==> config.mk <==
export PLATFORM = sky130hd
export DESIGN_NAME = bus_bridge_xlate_framer
export DESIGN_NICKNAME = d
export VERILOG_FILES = /design/src/rtl/bus_bridge_xlate_framer.sv
export SDC_FILE = /design/constraint.sdc
export NUM_CORES = 1
export LEC_CHECK = 0
export ABC_AREA = 1
export BUFFER_PORTS_ARGS = -buffer_cell sky130_fd_sc_hd__buf_2
export CAP_MARGIN = 10
export CELL_PAD_IN_SITES_DETAIL_PLACEMENT = 1
export CELL_PAD_IN_SITES_GLOBAL_PLACEMENT = 2
export CORE_ASPECT_RATIO = 1.75
export CORE_MARGIN = 4
export CORE_UTILIZATION = 42
export DETAILED_ROUTE_END_ITERATION = 8
export HOLD_SLACK_MARGIN = 0.08
export PLACE_DENSITY_LB_ADDON = 0.15
export SYNTH_ARGS = -nofsm -noshare
export SYNTH_HDL_FRONTEND = slang
export SYNTH_SLANG_ARGS = --single-unit
export TNS_END_PERCENT = 1
==> constraint.sdc <==
create_clock -name clk -period 6.1 [get_ports clk]
set_input_delay 0.305 -clock clk [delete_from_list [all_inputs] [get_ports clk]]
set_output_delay 0.305 -clock clk [all_outputs]
set_load 0.02 [all_outputs]
==> src/rtl/bus_bridge_xlate_framer.sv <==
// Bus bridge request front-end: window decode, address translation, request FIFO and UART byte framer.
// Optional checksum byte: define BUS_BRIDGE_CHECKSUM_EN.
module bus_bridge_xlate_framer #(
  parameter logic [15:0]           BRIDGE_BASE_ADDR = 16'h8000,
  parameter int                    NUM_WIN          = 3,
  parameter int                    WIN_SIZE_LOG2    = 12,
  parameter logic [NUM_WIN*16-1:0] REMOTE_BASES     = {16'h8000, 16'h4000, 16'h0000},
  parameter int                    FIFO_DEPTH       = 4
) (
  input  logic                         clk,
  input  logic                         rst_n,
  input  logic [15:0]                  req_addr,
  input  logic [7:0]                   req_data,
  input  logic                         req_rw,
  input  logic                         req_valid,
  output logic                         req_ready,
  output logic                         req_miss,
  output logic [7:0]                   tx_byte,
  output logic                         tx_valid,
  input  logic                         tx_ready,
  output logic [$clog2(FIFO_DEPTH):0]  fifo_level,
  output logic [15:0]                  frame_count
);

  localparam int AW = $clog2(FIFO_DEPTH);
  localparam int EW = 27;
  localparam logic [AW:0]  FULL_LVL = (AW+1)'(FIFO_DEPTH);
  localparam logic [15:0]  OFF_MASK = 16'((32'd1 << WIN_SIZE_LOG2) - 32'd1);

  localparam logic [2:0] ST_IDLE = 3'd0;
  localparam logic [2:0] ST_HDR  = 3'd1;
  localparam logic [2:0] ST_AHI  = 3'd2;
  localparam logic [2:0] ST_ALO  = 3'd3;
  localparam logic [2:0] ST_DAT  = 3'd4;
  localparam logic [2:0] ST_CHK  = 3'd5;
`ifdef BUS_BRIDGE_CHECKSUM_EN
  localparam logic [2:0] LAST_ST = ST_CHK;
`else
  localparam logic [2:0] LAST_ST = ST_DAT;
`endif

  logic [15:0]   off;
  logic [15:0]   win_idx;
  logic [15:0]   remote_base;
  logic [15:0]   remote;
  logic          hit;

  logic [EW-1:0] mem [FIFO_DEPTH];
  logic [AW-1:0] wr_ptr;
  logic [AW-1:0] rd_ptr;
  logic [AW:0]   count;
  logic          fifo_full;
  logic          fifo_empty;
  logic          push;
  logic          pop;
  logic [EW-1:0] push_entry;
  logic [EW-1:0] head;

  logic [2:0]    state;
  logic          level_seen;
  logic          tx_hs;
  logic          last_hs;
  logic [15:0]   fr_remote;
  logic [7:0]    fr_data;
`ifdef BUS_BRIDGE_CHECKSUM_EN
  logic [7:0]    fr_hdr;
  logic [7:0]    chk_byte;
`endif

  always_comb begin
    off         = req_addr - BRIDGE_BASE_ADDR;
    win_idx     = off >> WIN_SIZE_LOG2;
    hit         = (req_addr >= BRIDGE_BASE_ADDR) && (win_idx < 16'(NUM_WIN));
    remote_base = '0;
    for (int w = 0; w < NUM_WIN; w++)
      if (win_idx == 16'(w)) remote_base = REMOTE_BASES[w*16 +: 16];
    remote      = remote_base + (off & OFF_MASK);
  end

  assign fifo_full  = (count == FULL_LVL);
  assign fifo_empty = (count == '0);
  assign req_ready  = !fifo_full;
  assign fifo_level = count;
  assign push       = req_valid && req_ready && hit;
  assign push_entry = {req_rw, win_idx[1:0], remote, (req_rw ? req_data : 8'h00)};
  assign head       = mem[rd_ptr];

  assign tx_valid = (state != ST_IDLE);
  assign tx_hs    = tx_valid && tx_ready;
  assign last_hs  = tx_hs && (state == LAST_ST);
  // An idle launch waits for the occupancy seen on the previous edge; chained frames pop at once.
  assign pop      = !fifo_empty && (((state == ST_IDLE) && level_seen) || last_hs);

`ifdef BUS_BRIDGE_CHECKSUM_EN
  assign chk_byte = fr_hdr ^ fr_remote[15:8] ^ fr_remote[7:0] ^ fr_data;
`endif

  always_ff @(posedge clk) begin
    if (push) mem[wr_ptr] <= push_entry;
  end

  always_ff @(posedge clk or negedge rst_n) begin
    if (!rst_n) begin
      wr_ptr <= '0;
      rd_ptr <= '0;
      count  <= '0;
    end else begin
      if (push) wr_ptr <= wr_ptr + 1'b1;
      if (pop)  rd_ptr <= rd_ptr + 1'b1;
      case ({push, pop})
        2'b10:   count <= count + 1'b1;
        2'b01:   count <= count - 1'b1;
        default: count <= count;
      endcase
    end
  end

  always_ff @(posedge clk or negedge rst_n) begin
    if (!rst_n) begin
      req_miss <= 1'b0;
    end else begin
      req_miss <= req_valid && req_ready && !hit;
    end
  end

  always_ff @(posedge clk or negedge rst_n) begin
    if (!rst_n) begin
      state       <= ST_IDLE;
      level_seen  <= 1'b0;
      tx_byte     <= 8'h00;
      fr_remote   <= 16'h0000;
      fr_data     <= 8'h00;
      frame_count <= 16'h0000;
`ifdef BUS_BRIDGE_CHECKSUM_EN
      fr_hdr      <= 8'h00;
`endif
    end else begin
      level_seen <= !fifo_empty;
      if (last_hs) frame_count <= frame_count + 1'b1;
      if (pop) begin
        state     <= ST_HDR;
        tx_byte   <= {4'hA, head[26], 1'b0, head[25:24]};
        fr_remote <= head[23:8];
        fr_data   <= head[7:0];
`ifdef BUS_BRIDGE_CHECKSUM_EN
        fr_hdr    <= {4'hA, head[26], 1'b0, head[25:24]};
`endif
      end else if (last_hs) begin
        state <= ST_IDLE;
      end else if (tx_hs) begin
        case (state)
          ST_HDR: begin
            state   <= ST_AHI;
            tx_byte <= fr_remote[15:8];
          end
          ST_AHI: begin
            state   <= ST_ALO;
            tx_byte <= fr_remote[7:0];
          end
          ST_ALO: begin
            state   <= ST_DAT;
            tx_byte <= fr_data;
          end
          ST_DAT: begin
`ifdef BUS_BRIDGE_CHECKSUM_EN
            state   <= ST_CHK;
            tx_byte <= chk_byte;
`else
            state   <= ST_IDLE;
`endif
          end
          ST_CHK:  state <= ST_IDLE;
          default: state <= ST_IDLE;
        endcase
      end
    end
  end

endmodule

# Yosys cells after proc, flatten, opt, wreduce, memory -nomap -nowiden
# Memory sizes are Yosys's and may differ from the RTL's.
# Index checks and enable logic that the tools add are counted.
# W data, S select, Z words.
# classes
n_addsub	7
magnitude_cmp	2
n_eq_ne	10
n_mux	14
reduce_logical	20
# ops
operator	count
$mux W8	4
$pmux W8 S3	1
$add A16 B1 Y16 const B	1
$add A16 B12 Y16	1
$ge A16 B16 Y1 const B	1
$mux W16	1
$sub A16 B16 Y16 const B	1
$mux W15	1
$mux W3	3
$pmux W3 S3	1
$logic_and A1 B1 Y1	8
$eq A3 B2 Y1 const B	2
$eq A3 B3 Y1 const B	2
$logic_not A3 Y1	2
$pmux W3 S2	1
$reduce_bool A3 Y1	2
$add A2 B1 Y2 const B	2
$eq A4 B1 Y1 const B	1
$eq A4 B2 Y1 const B	1
$lt A4 B2 Y1 const B	1
$reduce_bool A2 Y1	2
$reduce_bool A4 Y1	1
$add A3 B1 Y3 const B	1
$eq A3 B1 Y1 const B	1
other kinds (8)	11
# totals
reg_bits	60
ramBits	108
inputBits	29
out_inout_bits	30
wordCells	64
memories	1
# mem_list
name	depth	word_bits	read_ports	rd_ports_with_merged_regs	write_ports	line	text
mem	4	27	1	0	1	48	logic [EW-1:0] mem [FIFO_DEPTH];

# Longest topological paths before layout
# depth
word_depth	7
depth_mapped	11
depth_no_buf	10

# Worst setup path after synthesis
# Ideal clock, no wire load.
# synth_timing
kind	register to register
startpoint	register count[0] (netlist: fifo_level[0])
endpoint	memory mem[0][0] (enable)
t_arrival_ps	2321
t_required_ps	5693
path_slack_ps	3372
stages_incl_launch_ff	7
n_path_buf	0
period_less_slack_ps	2728
cell_sequence	dfrtp_1 > inv_1 > nand3_1 > nand2_1 > nor2_1 > inv_1 > nor2_1
# synth_between
elab_chain_len	6
# synth_rtl
element	line	text
start: declaration	51	logic [AW:0] count;
start signal: assignment	111	2'b10: count <= count + 1'b1;
start signal: assignment	112	2'b01: count <= count - 1'b1;
start signal: assignment	113	default: count <= count;
$eq A3 B3 Y1	80	assign fifo_full = (count == FULL_LVL);
$logic_not A1 Y1	82	assign req_ready = !fifo_full;
via req_ready	16	output logic req_ready,
$logic_and A1 B1 Y1 (2 in series)	84	assign push = req_valid && req_ready && hit;
$mux W1	99	if (push) mem[wr_ptr] <= push_entry;
$mux W1 (implied by the code)	99	
end: declaration	48	
# The timed path passes the listed nets, and every way through them passes these cells.

# Final worst setup path
# layout_timing
startpoint	register count[0] (netlist: fifo_level[0])
endpoint	register count[2] (netlist: fifo_level[2])
# layout_between
elab_chain_len	6
elab_cells_between_ends	13
# layout_rtl
element	line	text
$eq A3 B3 Y1	80	
$logic_not A1 Y1	82	
$logic_and A1 B1 Y1 (2 in series)	84	
$eq A2 B1 Y1 / $eq A2 B2 Y1 (equally long branches)	110	case ({push, pop})
$pmux W3 S2 / $reduce_bool A2 Y1 (equally long branches)	-	
# Several ways; a longest one is shown, not always the timed one.
# A chain may end at the register's enable or synchronous reset.

==> flow_summary_export.csv <==
group,metric,value,unit
timing,min_period,2.70,ns
timing,finalWorstSetupSlack,3.40,ns
power,powerDensity,464,nW/um^2
cts,htreeDepth,4,
hold_path,hp-class,"primary input to register",
detailed_routing,drt-pass1-iter-count,4,
setup_path,critical_path_class,"register to register",
detailed_routing,drt-initial-drc-count,148,
detailed_routing,wire_per_inst,18.3,um
synthesis,yosysWarnings,0,
global_routing,grtUsageTotal,0.193,
global_routing,grt_pass1_vias,5218,
detailed_routing,drtAntennaViolNets,0,
detailed_routing,vias,4728,
die,io_pins,59,
timing,tns,0,ns
detailed_routing,vias_per_cell,5.24,
place,place_area,7190,um^2
finish,drive_above_1_share,0.168,
place,place_ws,3.53,ns
setup_path,endpoint_kind,"register",
setup_path,cpMaxStageDelayCell,"dfrtp_1",
place,io_buffers,58,
timing,rsz0062_at_grt,"false",
die,start_util,0.426,
finish,final_util,0.490,
synthesis,syn_inst,638,
die,die-area,18200,um^2
synthesis,synthTopCellsByArea,"edfxtp_1 (45%), dfrtp_1 (22%), nand2_1 (9.4%)",
timing,max_freq,0.371,GHz
cts,clock-root-buffer,"clkbuf_16",
die,fp.coreArea,15800,um^2
cts,cts_sinks,158,
synthesis,syn-num-nets,674,
setup_path,worst-path-buf-inv,2,
power,vdd_drop_max,0.000222,V
global_routing,grt_max_degree,59,
cts,insertion_delay,0.42,ns
timing,fin_worst_skew,0.0113,ns
setup_path,critPathTopFamily,"adder cells",
run,cap_violations,0,
setup_path,cp.required,6.37,ns
synthesis,synth-seq-cells,158,
place,post-dp-hpwl,11500,um
synthesis,synth_top_cell_area_share,0.446,
cts,clk_pin_slew,0.06,ns
synthesis,ys_seq_area_frac,0.662,
setup_path,slowest_delay,0.45,ns
synthesis,synth.avg_cell_area,10.6,um^2
setup_path,start_kind,"register",
timing,post-route-period-util,0.442,
global_routing,antenna_found_initial,0,
setup_path,worstPathCellList,"inv_1 > nand3_1 > nand2_4 > inv_4 > ha_1 > fa_1 > a21oi_1 > o21ai_0 > xor2_1",
die,die_h,175,um
finish,area_growth,15.0,%
finish,final_common_cell,"nand2_1",
timing,setup_viol,0,
global_routing,grt-ovfl-total,0,
cts,post-cts-setup-buffers,0,
timing,tightest_slew,0.852,ns
place,gp_congestion,0.760,
finish,design_area,7740,um^2
cts,cts_tree,"built",
synthesis,yosysTopAreaCell,"edfxtp_1",
synthesis,synth_area,6730,um^2
timing,final_hold_viol_count,0,
run_status,status,"finished clean",
cts,cts.repair.resized,0,
timing,drv_slew,0,
detailed_routing,drc,0,
cts,ctsLongestPathBuffers,2,
timing,slew_headroom,0.431,
die,die_w,104,um
power,leakagePower,3.25,nW
finish,fin_nets,736,
die,rows,61,
setup_path,arrival,2.97,ns
finish,final_cell_mix,"nand2_1 (169), edfxtp_1 (100), nor2_1 (83), dfrtp_1 (58), buf_2 (58)",
cts,numCtsBuffers,17,
global_routing,grt_pass1_wl,27000,um
synthesis,ys_types,34,
finish,antennaDiodeCount,0,
timing,holdWs,0.103,ns
setup_path,path_max_fanout,30,
detailed_routing,detail_route.wirelength,16500,um
cell usage after synthesis:
library cell	number
buf_4	1
edfxtp_1	100
o21ai_0	56
buf_6	5
dfrtp_1	58
nor2_4	2
a21oi_1	8
nand2_4	2
nand2_1	169
ha_1	6
nand3_2	2
inv_1	45
nand3_1	9
nor2_1	87
xor2_1	6
clkbuf_2	1
nor3_1	2
clkbuf_1	9
xnor2_1	4
fa_1	1
o211ai_1	1
o21ai_2	6
clkinv_1	1
nand3b_4	1
nor2_2	4
nand3_4	1
inv_2	2
buf_1	1
buf_2	7
inv_4	1
o22ai_1	23
nand2_2	2
nand4_1	10
o21ai_1	5
stage by stage:
step                total power, mW  instances
floorplan                      2.30        638
global placement               2.60        869
detailed placement             2.65        869
CTS                            3.65        902
global route                   3.86        902
finish                         3.60        902
final cells by class:
type	instances	area (um^2)
clock buffer	19	433
clock inverter	13	114
tap	189	236
inverter	49	186
fill	1782	8050
multi-input combinational	407	1960
timing repair buffer	67	360
sequential	158	4450
timing repair:
action	in CTS	in global routing
hold buffers	1	0
setup endpoints to repair	0	0
endpoints found under the hold margin	13	0
worst paths after layout:
kind	startpoint	endpoint	slack (ns)	cells after the start
hold reg to reg	fr_remote[9]	fr_remote[9]	0.49	2
setup reg to reg	fifo_level[0]	fifo_level[2]	3.40	9
hold / removal	req_addr[2]	mem[3][10]	0.10	1
setup / recovery	fifo_level[0]	fifo_level[2]	3.40	9
max in group asynchronous	rst_n	fr_remote[3]	4.98	3
min in group asynchronous	rst_n	frame_count[7]	0.58	3
registers in the layout (all words and copies together), names as in the netlist:
register and cells:
fifo_level 3, fr_data 8, fr_remote 14, frame_count 16, level_seen 1, mem 100
rd_ptr 2, req_miss 1, state 3, tx_byte 8, wr_ptr 2
cell families after synthesis:
family / Yosys count / share of synthesized area
AOI/OAI and AO/OA: 99 / 0.0816
xor gates and xnor gates: 10 / 0.0130
buffers and inverters: 73 / 0.0487
adders and majority gates: 7 / 0.0141
and+or+nand+nor: 291 / 0.181
DFF: 158 / 0.662
per-layer routing:
metal / up-vias / share of wire / GRT usage
met1: 2365 / 0.37 / 0.194
met3: 30 / 0.029 / 0.0408
li1: 2252 / - / -
met4: 0 / 0.033 / 0.0826
met5: - / 0 / 0
met2: 81 / 0.57 / 0.378
report_power, final:
group | internal (mW) | total [mW] | switching (mW) | leakage, nW
Sequential | 1.33 | 1.45 | 0.122 | 1.62
Clock | 0.562 | 0.979 | 0.417 | 0.257
Combinational | 0.352 | 1.17 | 0.817 | 1.36
No activity file was read; power rests on OpenSTA's default activity.
